**src/rtl/vrf_read_pkg.sv**
```systemverilog
// Shared types, sizes and the round-robin pick helper for the multi-channel VRF read front-end.
package vrf_read_pkg;

    localparam int NUM_CH     = 2;
    localparam int DATA_W     = 32;
    localparam int VS_W       = 5;
    localparam int GROUP_W    = 4;
    localparam int SRC_W      = 4;
    localparam int SRC_OUT_W  = 2;
    localparam int INST_W     = 3;
    localparam int READ_LAT   = 2;
    localparam int FIFO_DEPTH = 4;
    localparam int CH_W       = (NUM_CH > 1) ? $clog2(NUM_CH) : 1;
    localparam int CNT_W      = $clog2(FIFO_DEPTH + 1);

    typedef struct packed {
        logic [VS_W-1:0]    vs;
        logic               offset;
        logic [GROUP_W-1:0] groupIndex;
        logic [SRC_W-1:0]   readSource;
        logic [INST_W-1:0]  instructionIndex;
    } vrf_read_req_t;

    typedef struct packed {
        logic            valid;
        logic [CH_W-1:0] chan;
    } vrf_read_tag_t;

    // One-hot pick of the first eligible channel at or above ptr, wrapping around.
    function automatic logic [NUM_CH-1:0] rr_pick(input logic [NUM_CH-1:0] eligible,
                                                   input logic [CH_W-1:0]   ptr);
        logic [NUM_CH-1:0] pick;
        logic              found;
        int                idx;
        pick  = '0;
        found = 1'b0;
        for (int k = 0; k < NUM_CH; k++) begin
            idx       = (int'(ptr) + k) % NUM_CH;
            pick[idx] = eligible[idx] & ~found;
            found     = found | eligible[idx];
        end
        return pick;
    endfunction

endpackage

```
**src/rtl/vrf_read_pipe_nch_if.sv**
```systemverilog
// Request, VRF-port and dequeue signals of the VRF read front-end; slave is the front-end side.
interface vrf_read_pipe_nch_if;
    import vrf_read_pkg::*;

    logic [NUM_CH-1:0]         req_valid;
    logic [NUM_CH-1:0]         req_ready;
    logic [NUM_CH*VS_W-1:0]    req_vs;
    logic [NUM_CH-1:0]         req_offset;
    logic [NUM_CH*GROUP_W-1:0] req_group_index;
    logic [NUM_CH*SRC_W-1:0]   req_read_source;
    logic [NUM_CH*INST_W-1:0]  req_inst_index;
    logic                      vrf_req_valid;
    logic                      vrf_req_ready;
    logic [VS_W-1:0]           vrf_req_vs;
    logic [SRC_OUT_W-1:0]      vrf_req_read_source;
    logic                      vrf_req_offset;
    logic [INST_W-1:0]         vrf_req_inst_index;
    logic [DATA_W-1:0]         vrf_read_result;
    logic [NUM_CH-1:0]         deq_valid;
    logic [NUM_CH-1:0]         deq_ready;
    logic [NUM_CH*DATA_W-1:0]  deq_data;

    modport master (
        output req_valid, req_vs, req_offset, req_group_index, req_read_source, req_inst_index,
        input  req_ready,
        input  vrf_req_valid, vrf_req_vs, vrf_req_read_source, vrf_req_offset, vrf_req_inst_index,
        output vrf_req_ready, vrf_read_result,
        input  deq_valid, deq_data,
        output deq_ready
    );

    modport slave (
        input  req_valid, req_vs, req_offset, req_group_index, req_read_source, req_inst_index,
        output req_ready,
        output vrf_req_valid, vrf_req_vs, vrf_req_read_source, vrf_req_offset, vrf_req_inst_index,
        input  vrf_req_ready, vrf_read_result,
        output deq_valid, deq_data,
        input  deq_ready
    );

endinterface

```
**src/rtl/vrf_read_data_fifo.sv**
```systemverilog
// Per-channel result FIFO with a registered head (no fall-through); a pop frees a slot for a same-cycle push.
module vrf_read_data_fifo #(
    parameter  int DATA_W     = 32,
    parameter  int FIFO_DEPTH = 4,
    localparam int PTR_W      = (FIFO_DEPTH > 1) ? $clog2(FIFO_DEPTH) : 1,
    localparam int CNT_W      = $clog2(FIFO_DEPTH + 1)
) (
    input  logic              clock,
    input  logic              reset,
    input  logic              push,
    input  logic [DATA_W-1:0] data_in,
    input  logic              pop,
    output logic [DATA_W-1:0] data_out,
    output logic              empty,
    output logic              full,
    output logic [CNT_W-1:0]  count
);

    logic [DATA_W-1:0] mem [FIFO_DEPTH];
    logic [PTR_W-1:0]  wrPtr;
    logic [PTR_W-1:0]  rdPtr;
    logic              doPush;
    logic              doPop;

    function automatic logic [PTR_W-1:0] nextPtr(input logic [PTR_W-1:0] ptr);
        return (ptr == PTR_W'(FIFO_DEPTH - 1)) ? '0 : ptr + PTR_W'(1);
    endfunction

    assign empty    = (count == '0);
    assign full     = (count == CNT_W'(FIFO_DEPTH));
    assign doPop    = pop & ~empty;
    assign doPush   = push & (~full | doPop);
    assign data_out = mem[rdPtr];

    // Storage array, written on accepted push only.
    always_ff @(posedge clock) begin
        if (doPush) begin
            mem[wrPtr] <= data_in;
        end
    end

    // Pointers and occupancy.
    always_ff @(posedge clock) begin
        if (reset) begin
            wrPtr <= '0;
            rdPtr <= '0;
            count <= '0;
        end else begin
            wrPtr <= doPush ? nextPtr(wrPtr) : wrPtr;
            rdPtr <= doPop  ? nextPtr(rdPtr) : rdPtr;
            case ({doPush, doPop})
                2'b10:   count <= count + CNT_W'(1);
                2'b01:   count <= count - CNT_W'(1);
                default: count <= count;
            endcase
        end
    end

endmodule

```
**src/rtl/vrf_read_pipe_nch.sv**
```systemverilog
// Multi-channel VRF read front-end: credit-gated round-robin issue, return-tag pipeline, per-channel FIFOs.
module vrf_read_pipe_nch
    import vrf_read_pkg::*;
(
    input  logic               clock,
    input  logic               reset,
    vrf_read_pipe_nch_if.slave bus,
    output logic               overflow_err
);

    vrf_read_req_t     reqs [NUM_CH];
    vrf_read_req_t     granted;
    vrf_read_tag_t     tagPipe [READ_LAT];
    vrf_read_tag_t     retTag;
    logic [CNT_W-1:0]  occ [NUM_CH];
    logic [CNT_W-1:0]  inflight [NUM_CH];
    logic [CNT_W-1:0]  credit [NUM_CH];
    logic [DATA_W-1:0] fifoData [NUM_CH];
    logic [NUM_CH-1:0] eligible;
    logic [NUM_CH-1:0] grant;
    logic [NUM_CH-1:0] fifoEmpty;
    logic [NUM_CH-1:0] fifoFull;
    logic [NUM_CH-1:0] fifoPush;
    logic [NUM_CH-1:0] fifoPop;
    logic [CH_W-1:0]   rrPtr;
    logic [CH_W-1:0]   grantIdx;
    logic              fire;
    logic              unusedBits;

    // Unpack request buses and gate each channel on its credit; pops this cycle do not add credit.
    always_comb begin
        for (int i = 0; i < NUM_CH; i++) begin
            reqs[i].vs               = bus.req_vs[i*VS_W +: VS_W];
            reqs[i].offset           = bus.req_offset[i];
            reqs[i].groupIndex       = bus.req_group_index[i*GROUP_W +: GROUP_W];
            reqs[i].readSource       = bus.req_read_source[i*SRC_W +: SRC_W];
            reqs[i].instructionIndex = bus.req_inst_index[i*INST_W +: INST_W];
            credit[i]   = CNT_W'(FIFO_DEPTH) - occ[i] - inflight[i];
            eligible[i] = bus.req_valid[i] & (credit[i] != '0);
        end
        grant = rr_pick(eligible, rrPtr);
    end

    // One-hot grant mux onto the single VRF port.
    always_comb begin
        granted  = '0;
        grantIdx = '0;
        for (int i = 0; i < NUM_CH; i++) begin
            granted  = granted  | (reqs[i] & {$bits(vrf_read_req_t){grant[i]}});
            grantIdx = grantIdx | (CH_W'(i) & {CH_W{grant[i]}});
        end
    end

    assign bus.vrf_req_valid       = |eligible;
    assign bus.vrf_req_vs          = granted.vs;
    assign bus.vrf_req_read_source = granted.readSource[SRC_OUT_W-1:0];
    assign bus.vrf_req_offset      = granted.offset;
    assign bus.vrf_req_inst_index  = granted.instructionIndex;
    assign bus.req_ready           = grant & {NUM_CH{bus.vrf_req_ready}};
    assign fire                    = bus.vrf_req_valid & bus.vrf_req_ready;
    assign unusedBits              = ^{granted.groupIndex, granted.readSource[SRC_W-1:SRC_OUT_W]};

    assign retTag        = tagPipe[READ_LAT-1];
    assign bus.deq_valid = ~fifoEmpty;
    assign fifoPop       = bus.deq_valid & bus.deq_ready;

    // Return steering and FIFO head repacking.
    always_comb begin
        bus.deq_data = '0;
        for (int i = 0; i < NUM_CH; i++) begin
            fifoPush[i] = retTag.valid & (retTag.chan == CH_W'(i));
            bus.deq_data[i*DATA_W +: DATA_W] = fifoData[i];
        end
    end

    // Round-robin pointer moves past the winner only when the VRF takes the request.
    always_ff @(posedge clock) begin
        if (reset) begin
            rrPtr <= '0;
        end else if (fire) begin
            rrPtr <= (grantIdx == CH_W'(NUM_CH - 1)) ? '0 : grantIdx + CH_W'(1);
        end else begin
            rrPtr <= rrPtr;
        end
    end

    // Tag shift register; reset drops every outstanding tag so late VRF data is ignored.
    always_ff @(posedge clock) begin
        if (reset) begin
            for (int k = 0; k < READ_LAT; k++) begin
                tagPipe[k] <= '{valid: 1'b0, chan: '0};
            end
        end else begin
            tagPipe[0] <= '{valid: fire, chan: grantIdx};
            for (int k = 1; k < READ_LAT; k++) begin
                tagPipe[k] <= tagPipe[k-1];
            end
        end
    end

    // In-flight counters: issue increments, return decrements.
    always_ff @(posedge clock) begin
        if (reset) begin
            for (int i = 0; i < NUM_CH; i++) begin
                inflight[i] <= '0;
            end
        end else begin
            for (int i = 0; i < NUM_CH; i++) begin
                case ({fire & grant[i], fifoPush[i]})
                    2'b10:   inflight[i] <= inflight[i] + CNT_W'(1);
                    2'b01:   inflight[i] <= inflight[i] - CNT_W'(1);
                    default: inflight[i] <= inflight[i];
                endcase
            end
        end
    end

    // Sticky flag for a return that found no room.
    always_ff @(posedge clock) begin
        if (reset) begin
            overflow_err <= 1'b0;
        end else if (|(fifoPush & fifoFull & ~fifoPop)) begin
            overflow_err <= 1'b1;
        end else begin
            overflow_err <= overflow_err;
        end
    end

    for (genvar i = 0; i < NUM_CH; i++) begin : gChan
        vrf_read_data_fifo #(
            .DATA_W    (DATA_W),
            .FIFO_DEPTH(FIFO_DEPTH)
        ) uFifo (
            .clock   (clock),
            .reset   (reset),
            .push    (fifoPush[i]),
            .data_in (bus.vrf_read_result),
            .pop     (fifoPop[i]),
            .data_out(fifoData[i]),
            .empty   (fifoEmpty[i]),
            .full    (fifoFull[i]),
            .count   (occ[i])
        );
    end

endmodule

```
**src/flat_wrapper.sv**
```systemverilog
// flat-port wrapper written by rule: the top's interface ports become plain ports
module vrf_read_pipe_nch_flat import vrf_read_pkg::*;
  (clock, reset, overflow_err, bus_req_valid, bus_req_vs, bus_req_offset, bus_req_group_index, bus_req_read_source, bus_req_inst_index, bus_req_ready, bus_vrf_req_valid, bus_vrf_req_vs, bus_vrf_req_read_source, bus_vrf_req_offset, bus_vrf_req_inst_index, bus_vrf_req_ready, bus_vrf_read_result, bus_deq_valid, bus_deq_data, bus_deq_ready);
  vrf_read_pipe_nch_if bus_i ();
  input  logic clock;
  input  logic reset;
  output logic overflow_err;
  input wire logic [$bits(bus_i.req_valid)-1:0] bus_req_valid;
  input wire logic [$bits(bus_i.req_vs)-1:0] bus_req_vs;
  input wire logic [$bits(bus_i.req_offset)-1:0] bus_req_offset;
  input wire logic [$bits(bus_i.req_group_index)-1:0] bus_req_group_index;
  input wire logic [$bits(bus_i.req_read_source)-1:0] bus_req_read_source;
  input wire logic [$bits(bus_i.req_inst_index)-1:0] bus_req_inst_index;
  output wire logic [$bits(bus_i.req_ready)-1:0] bus_req_ready;
  output wire logic [$bits(bus_i.vrf_req_valid)-1:0] bus_vrf_req_valid;
  output wire logic [$bits(bus_i.vrf_req_vs)-1:0] bus_vrf_req_vs;
  output wire logic [$bits(bus_i.vrf_req_read_source)-1:0] bus_vrf_req_read_source;
  output wire logic [$bits(bus_i.vrf_req_offset)-1:0] bus_vrf_req_offset;
  output wire logic [$bits(bus_i.vrf_req_inst_index)-1:0] bus_vrf_req_inst_index;
  input wire logic [$bits(bus_i.vrf_req_ready)-1:0] bus_vrf_req_ready;
  input wire logic [$bits(bus_i.vrf_read_result)-1:0] bus_vrf_read_result;
  output wire logic [$bits(bus_i.deq_valid)-1:0] bus_deq_valid;
  output wire logic [$bits(bus_i.deq_data)-1:0] bus_deq_data;
  input wire logic [$bits(bus_i.deq_ready)-1:0] bus_deq_ready;
  assign bus_i.req_valid = bus_req_valid;
  assign bus_i.req_vs = bus_req_vs;
  assign bus_i.req_offset = bus_req_offset;
  assign bus_i.req_group_index = bus_req_group_index;
  assign bus_i.req_read_source = bus_req_read_source;
  assign bus_i.req_inst_index = bus_req_inst_index;
  assign bus_req_ready = bus_i.req_ready;
  assign bus_vrf_req_valid = bus_i.vrf_req_valid;
  assign bus_vrf_req_vs = bus_i.vrf_req_vs;
  assign bus_vrf_req_read_source = bus_i.vrf_req_read_source;
  assign bus_vrf_req_offset = bus_i.vrf_req_offset;
  assign bus_vrf_req_inst_index = bus_i.vrf_req_inst_index;
  assign bus_i.vrf_req_ready = bus_vrf_req_ready;
  assign bus_i.vrf_read_result = bus_vrf_read_result;
  assign bus_deq_valid = bus_i.deq_valid;
  assign bus_deq_data = bus_i.deq_data;
  assign bus_i.deq_ready = bus_deq_ready;
  vrf_read_pipe_nch u_core (.clock(clock), .reset(reset), .bus(bus_i), .overflow_err(overflow_err));
endmodule
```
**config.mk**
```make
export PLATFORM = sky130hd
export DESIGN_NAME = vrf_read_pipe_nch_flat
export DESIGN_NICKNAME = d
export VERILOG_FILES = /design/src/rtl/vrf_read_pkg.sv /design/src/rtl/vrf_read_pipe_nch_if.sv /design/src/rtl/vrf_read_data_fifo.sv /design/src/rtl/vrf_read_pipe_nch.sv /design/src/flat_wrapper.sv
export SDC_FILE = /design/constraint.sdc
export NUM_CORES = 1
export LEC_CHECK = 0
export BUFFER_PORTS_ARGS = -buffer_cell sky130_fd_sc_hd__buf_2
export CAP_MARGIN = 20
export CORE_MARGIN = 4
export CORE_UTILIZATION = 50
export DETAILED_ROUTE_END_ITERATION = 6
export HOLD_SLACK_MARGIN = 0.06
export PLACE_DENSITY = 0.81
export SETUP_SLACK_MARGIN = 0.3
export SLEW_MARGIN = 20
export SYNTH_ARGS = -nofsm -noshare
export SYNTH_HDL_FRONTEND = slang
export SYNTH_SLANG_ARGS = --single-unit
```
**constraint.sdc**
```tcl
create_clock -name clock -period 2.9 [get_ports clock]
set_clock_uncertainty 0.15 [all_clocks]
set_input_delay 0.145 -clock clock [delete_from_list [all_inputs] [get_ports clock]]
set_output_delay 0.145 -clock clock [all_outputs]
set_load 0.02 [all_outputs]
```
==> results.md, run 1 <==
| Metric | Reported |
|---|---|
| WP buf/inv | 4 |
| PD cells | 842 nW/um^2 |
| Die outline width | 158 microns |
| Grt ovf | 0 |
| Length of the first detailed-routing pass in iterations | 5 |
| Post-DR vias/cell | 5.74 |
| Result of the run | finished, violations left |
| CP cell instances | ha_1 -> inv_2 -> ha_4 -> xor2_2 -> xor2_1 -> buf_4 -> o211ai_1 -> buf_4 -> and3_4 -> ha_4 -> o41ai_4 -> buf_4 -> nor2_2 |
| Number of register bits inferred by synthesis | 286 |
| Total global routing track utilization | 19.3% |
| Number of antenna cells inserted | 0 |
| Number of enable flip-flop cells after synthesis | 262 |
| Setup crit start kind | register |
| Failing checks | setup timing |
| Gate count of the mapped netlist | 569 |
| Clock buffer depth | 3 |
| Deepest level of the CTS H-tree | 1 |
| Wire length of the first global-routing pass | 36.7 mm |
| Async SR Flop Fraction | 0% |
| Endpoint kind of the worst setup timing path | register |
| Largest cells by area after synthesis | sky130_fd_sc_hd__edfxtp_1 70%, sky130_fd_sc_hd__mux4_2 13%, sky130_fd_sc_hd__dfxtp_1 4.3% |
| Sequential-to-total area share from yosys stat | 74.3% |
| Proportion of netlist area held by the largest area contributor | 70.0% |
| Setup TNS | -4590 ps |
| Post-synthesis cell type count | 40 |
| Area after DPL | 12500 sq um |
| Most common cell in the netlist | sky130_fd_sc_hd__edfxtp_1 |
| Kind of cell with the highest combined delay on the critical path | buffers and inverters |
| Number of primary I/O pins | 154 |
| Setup repair after global routing missed its margin | true |
| WL per Instance | 22.7 microns |
| Number of global-route vias before repair | 6452 |
| Height of the die | 158 microns |
| Antenna violations before repair | 0 |
| Via count of the routed design | 6226 |
| Final worst slack | -286 ps |
| IR drop worst, VDD | 639 uV |
| Average cell area after synthesis | 19.7 sq um |
| Cell Rows | 54 |
| CTS tree | built |
| Slew at the pin with the worst max-slew slack | 986 ps |
| Share of the clock period used by the worst path after layout | 110% |
| Path length in cells of the critical path | 13 |
| Worst EP required | 3030 ps |
| Pins over their slew limit | 0 |
| Synth warnings | 0 |
| Fraction of layout instances using a drive strength above 1 | 40.5% |
| Port-buffer cells | 141 |
| WP data arrival | 3320 ps |
| Worst slew margin | 34.3% |
| Effective utilization at floorplan | 51.2% |
| Critical path type | register to register |
| Leakage power summed over all cells | 0.00491 uW |
| Placed wire-length estimate | 14.4 mm |
| Count of maximum capacitance violations | 0 |
| Final weighted congestion in routability-driven placement | 0.836 |
| Area grow syn2layout | 24.7% |
| Nets@finish | 885 |
| Cell area after technology mapping | 11200 sq um |
| Final number of hold-violating endpoints | 0 |
| Area of the die | 24900 sq um |
| Fmax | 314 MHz |
| Final Setup Violations | 20 |
| Critical path's slowest cell | sky130_fd_sc_hd__edfxtp_1 |
| Number of sinks driven by the clock tree | 286 |
| Crit path time final | 3190 ps |
| Post-detailed-route DRC marker count | 0 |
| Total wire length after detailed routing | 24.6 mm |
| Crit-path most repeated cell | sky130_fd_sc_hd__buf_4 |
| Worst Hold Path Cells | 2 |
| Number of buffers added by the clock tree synthesis step | 28 |
| Clock-pin slew reported for the worst setup and hold paths after clock tree synthesis | 60 ps |
| Latest clock arrival within the worst-skew pair | 530 ps |
| Number of cells traversed by the worst register-to-register path | 13 |
| Iter 0 DRT Violations | 606 |
| Leading post-synthesis cells by instance count | 262 x sky130_fd_sc_hd__edfxtp_1, 64 x sky130_fd_sc_hd__mux4_2, 28 x sky130_fd_sc_hd__a21oi_1, 24 x sky130_fd_sc_hd__dfxtp_1, 24 x sky130_fd_sc_hd__nor2_1 |
| Worst hold slack | 274 ps |
| Remaining antenna violation count | 0 |
| CP max FO | 3 |
| Post-synth top flop | sky130_fd_sc_hd__edfxtp_1 |
| Synthesized Nets | 667 |
| Largest area contributor in the netlist | sky130_fd_sc_hd__edfxtp_1 |
| Core footprint | 22000 sq um |
| Class of the tightest hold or removal check | input pin to register |
| Clock tree root driver cell | sky130_fd_sc_hd__clkbuf_16 |
| Pin count of the biggest net entering global routing | 33 |
| Slowest Stage Delay on Critical Path | 400 ps |
| Area of all placed cells without fillers | 14000 sq um |
## area by class of cell
type | count | area [sq um]
sequential | 286 | 8350
fill | 1441 | 7950
multi-input combinational | 240 | 2910
timing repair buffer | 212 | 1450
clock buffer | 33 | 719
tap | 280 | 350
clock inverter | 14 | 159
inverter | 19 | 75.1
## worst paths after layout
| path | startpoint | endpoint | slack, ps |
|---|---|---|---|
| worst max-delay path | u_core.inflight[0][1] | u_core.inflight[0][2] | -290 |
| worst min-delay path | bus_vrf_read_result[19] | u_core.gChan[0].uFifo.mem[2][19] | 270 |
| worst max register to register | u_core.inflight[0][1] | u_core.inflight[0][2] | -290 |
| worst min register to register | u_core.tagPipe[0][0] | u_core.tagPipe[0][2] | 300 |
## metal layers
| metal | wire length, microns | global-route usage, % |
|---|---|---|
| met5 | 0 | 0 |
| met2 | 12600 | 32.8 |
| met3 | 1510 | 3.42 |
| met1 | 9990 | 26.7 |
| met4 | 470 | 3.93 |
## report_power, final
| part | switching [uW] | internal, uW |
|---|---|---|
| Combinational | 1870 | 1620 |
| Clock | 1450 | 2030 |
| Sequential | 166 | 4660 |
| Total | 3480 | 8310 |
## cell usage in the layout (no fill, tap or decap), drive strengths merged, types with 5 or more instances in the layout
master / Yosys / routed
mux2i: 5 / 5
xor2: 9 / 9
nor2: 24 / 24
edfxtp: 262 / 262
clkbuf: 11 / 33
and3: 13 / 13
nand2: 16 / 16
dlygate4sd3: 0 / 38
a21oi: 28 / 28
dfxtp: 24 / 24
mux4: 64 / 64
a32o: 11 / 11
o21ai: 5 / 5
ha: 22 / 22
clkinv: 2 / 9
buf: 13 / 174
inv: 17 / 18
## cell families (layout without fill, tap and decap cells)
kind of cell               after synthesis  in the layout  share of synthesized area [%]
DFF                                    286            286                           74.3
and+or+nand+nor                         74             74                           3.26
xor gates and xnor gates                13             13                           1.01
buffers and inverters                   43            278                           1.55
adders and majority gates               25             25                           2.98
AOI/OAI and AO/OA                       57             57                           3.42
muxes                                   71             71                           13.5
## state kept, by name (all words and copies together), names as in the netlist, named ones only
signal	cells
u_core.gChan.uFifo.count	6
u_core.gChan.uFifo.mem	256
u_core.gChan.uFifo.rdPtr	4
u_core.gChan.uFifo.wrPtr	4
u_core.inflight	6
u_core.overflow_err	1
u_core.rrPtr	1
u_core.tagPipe	4
## through the flow
| stage | util, % | power [uW] | setup WS, ps | std cells |
|---|---|---|---|---|
| 4_1_cts | 63.3 | 11700 | -84.9 | 1079 |
| 5_1_grt | 63.8 | 12300 | -417 | 1084 |
| 3_3_place_gp | 56.9 | 7900 | -34.7 | 990 |
| 2_1_floorplan | - | 6980 | -76.2 | 569 |
| 3_5_place_dp | 56.9 | 8000 | -94.9 | 990 |
| 6_report | 63.8 | 11800 | -286 | 1084 |
## worst reg2reg max path: stages, from the launching register on
cell and delay, ps:
sky130_fd_sc_hd__edfxtp_1 400, sky130_fd_sc_hd__ha_1 320, sky130_fd_sc_hd__inv_2 70, sky130_fd_sc_hd__ha_4 130, sky130_fd_sc_hd__xor2_2 170, sky130_fd_sc_hd__xor2_1 230, sky130_fd_sc_hd__buf_4 150, sky130_fd_sc_hd__o211ai_1 160
sky130_fd_sc_hd__buf_4 200, sky130_fd_sc_hd__and3_4 170, sky130_fd_sc_hd__ha_4 170, sky130_fd_sc_hd__o41ai_4 400, sky130_fd_sc_hd__buf_4 200, sky130_fd_sc_hd__nor2_2 40
## timing repair
action                                  CTS  global route
endpoints found under the setup margin   25            26
resized for setup                        37            19
pin swaps                                17            15
setup buffers                             3             5
hold buffers                             38             0
cloned                                    1             0
hold endpoints to repair                280             0
(Power assumes the default switching activity.)
==> inputs of run 2 (changes only) <==
Settings changed: CTS_BUF_LIST from default to sky130_fd_sc_hd__clkbuf_4.
==> run 2 against run 1 <==
The flow still finishes with violations (setup timing); cell count grew 7.7%; via count grew 4.7%; clock power shrank 7.8%; final area rose by 0.79%; routed wire length is 2.1% higher; global-route usage is 0.38 points higher; largest power group unchanged.
==> results.md, run 2 (synthesized netlist as in run 1, its figures left out) <==
| Metric | Reported |
|---|---|
| Register with the highest flop count | u_core.gChan.uFifo.mem |
| Fmax | 303 MHz |
| Wire length of the first global-routing pass | 37.0 mm |
| Area grow syn2layout | 25.7% |
| Number of sinks driven by the clock tree | 286 |
| Die outline width | 158 microns |
| Worst R2R Start | u_core.inflight[0][1] |
| Setup crit start kind | register |
| Worst hold slack | 154 ps |
| WL per Instance | 21.5 microns |
| Result of the run | finished, violations left |
| Worst r2r dst | u_core.inflight[0][1] |
| Final worst slack | -403 ps |
| Count of maximum capacitance violations | 0 |
| Iter 0 DRT Violations | 479 |
| CTS tree | built |
| Pin count of the biggest net entering global routing | 33 |
| Deepest level of the CTS H-tree | 3 |
| R2R setup slack | -380 ps |
| Critical path type | register to output pin |
| Area of the die | 24900 sq um |
| Instance count after placement with tap cells included | 990 |
| IR drop worst, VDD | 645 uV |
| Slew at the pin with the worst max-slew slack | 991 ps |
| Clock buffer depth | 3 |
| Hold Path Sink | u_core.gChan[0].uFifo.mem[1][10] |
| Worst Hold Path Cells | 2 |
| Effective utilization at floorplan | 51.2% |
| Crit path time final | 3300 ps |
| Number of global-route vias before repair | 6907 |
| Worst slew margin | 34.0% |
| Number of primary I/O pins | 154 |
| Fraction of layout instances using a drive strength above 1 | 45.4% |
| Height of the die | 158 microns |
| Class of the tightest hold or removal check | input pin to register |
| Share of the core filled with cells | 64.3% |
| Port-buffer cells | 141 |
| WP data arrival | 3010 ps |
| Length of the first detailed-routing pass in iterations | 4 |
| Latest clock arrival within the worst-skew pair | 660 ps |
| Total wire length after detailed routing | 25.1 mm |
| Via count of the routed design | 6520 |
| Post-detailed-route DRC marker count | 0 |
| PD cells | 831 nW/um^2 |
| Antenna violations before repair | 0 |
| Remaining antenna violation count | 0 |
| Final Setup Violations | 22 |
| Flip-flop count of the largest register, all copies and words added | 256 |
| Final instance count without filler cells | 1167 |
| Pins over their slew limit | 0 |
| Failing checks | setup timing |
| Number of antenna cells inserted | 0 |
| Commonest non-fill, non-tap cell in the layout | sky130_fd_sc_hd__edfxtp_1 |
| Launch instance of the worst min-delay path | bus_vrf_read_result[10] |
| Number of buffers added by the clock tree synthesis step | 72 |
| Placed wire-length estimate | 14.4 mm |
| Core footprint | 22000 sq um |
| Final number of hold-violating endpoints | 0 |
| Setup repair after global routing missed its margin | true |
| Nets@finish | 933 |
| Leakage power summed over all cells | 0.00505 uW |
| Share of the clock period used by the worst path after layout | 114% |
| Number of cells traversed by the worst register-to-register path | 14 |
| Endpoint kind of the worst setup timing path | output pin |
| Total global routing track utilization | 19.7% |
| Commonest non-fill, non-tap cells in the layout | 262 x sky130_fd_sc_hd__edfxtp_1, 128 x sky130_fd_sc_hd__buf_2, 98 x sky130_fd_sc_hd__clkbuf_4 |
| Clock tree root driver cell | sky130_fd_sc_hd__clkbuf_4 |
| Registers with the highest flip-flop counts | u_core.gChan.uFifo.mem: 256 flops, u_core.gChan.uFifo.count: 6 flops, u_core.inflight: 6 flops |
| Grt ovf | 0 |
| Worst EP required | 2610 ps |
| Cell Rows | 54 |
| Final weighted congestion in routability-driven placement | 0.836 |
| CP max FO | 3 |
| Post-DR vias/cell | 5.59 |
| Clock-pin slew reported for the worst setup and hold paths after clock tree synthesis | 70 ps |
| Placement-stage worst setup slack | -94.9 ps |
-- run 2: layout make-up --
class / count / area (sq um)
sequential: 286 / 8360
fill: 1435 / 7840
multi-input combinational: 240 / 2960
timing repair buffer: 216 / 1500
clock buffer: 98 / 736
tap: 280 / 350
clock inverter: 28 / 138
inverter: 19 / 75.1
-- run 2: what timing repair did --
item                                    in CTS  in global routing
hold endpoints to repair                   287                  0
gates resized for setup                     48                 26
buffers inserted                             5                  5
hold buffers                                39                  0
cloned                                       1                  1
endpoints found under the setup margin      28                 32
pin swaps                                   20                  9
-- run 2: how the worst max path moves through the flow --
stage,start,to,slack [ps],cells past startpoint
2_1_floorplan,u_core.inflight[0][1],u_core.inflight[0][2],-80,13
3_3_place_gp,u_core.inflight[0][1],u_core.inflight[1][2],-30,11
3_5_place_dp,u_core.inflight[0][1],u_core.inflight[0][2],-90,13
4_1_cts,u_core.inflight[0][1],bus_vrf_req_inst_index[0],-240,10
5_1_grt,u_core.inflight[0][1],bus_req_ready[1],-520,11
6_report,u_core.inflight[0][1],bus_req_ready[1],-400,11
-- run 2: power by group --
part           leakage [uW]  internal, uW  total [uW]  switching, uW
Combinational       0.00196          1740        3700           1950
Clock              0.000524          1660        3210           1540
Sequential          0.00256          4660        4830            171
Total               0.00505          8070       11700           3670
-- run 2: through the flow --
stage          cell area (sq um)  setup TNS [ps]  power, uW
3_3_place_gp               12500           -67.7       7900
3_5_place_dp               12500            -319       8000
5_1_grt                    14100           -9300      12300
4_1_cts                    14000           -2890      11500
2_1_floorplan              11300            -217       6980
6_report                   14100           -6770      11700
-- run 2: per-layer routing --
metal / vias up / track usage (%) / routed length, microns
met3: 53 / 4.81 / 1600
met4: 0 / 7.05 / 588
met2: 296 / 32.8 / 13000
met1: 3292 / 25.5 / 9930
li1: 2879 / - / -
met5: - / 0 / 0
-- run 2: critical path, cell delays in order, from the launching register on --
cell and delay, ps:
sky130_fd_sc_hd__edfxtp_1 400, sky130_fd_sc_hd__ha_1 310, sky130_fd_sc_hd__inv_2 40, sky130_fd_sc_hd__ha_4 150, sky130_fd_sc_hd__xor2_2 150, sky130_fd_sc_hd__xor2_1 170, sky130_fd_sc_hd__buf_4 160, sky130_fd_sc_hd__o211ai_1 350
sky130_fd_sc_hd__buf_4 200, sky130_fd_sc_hd__buf_6 110, sky130_fd_sc_hd__and3_4 180, sky130_fd_sc_hd__buf_6 110
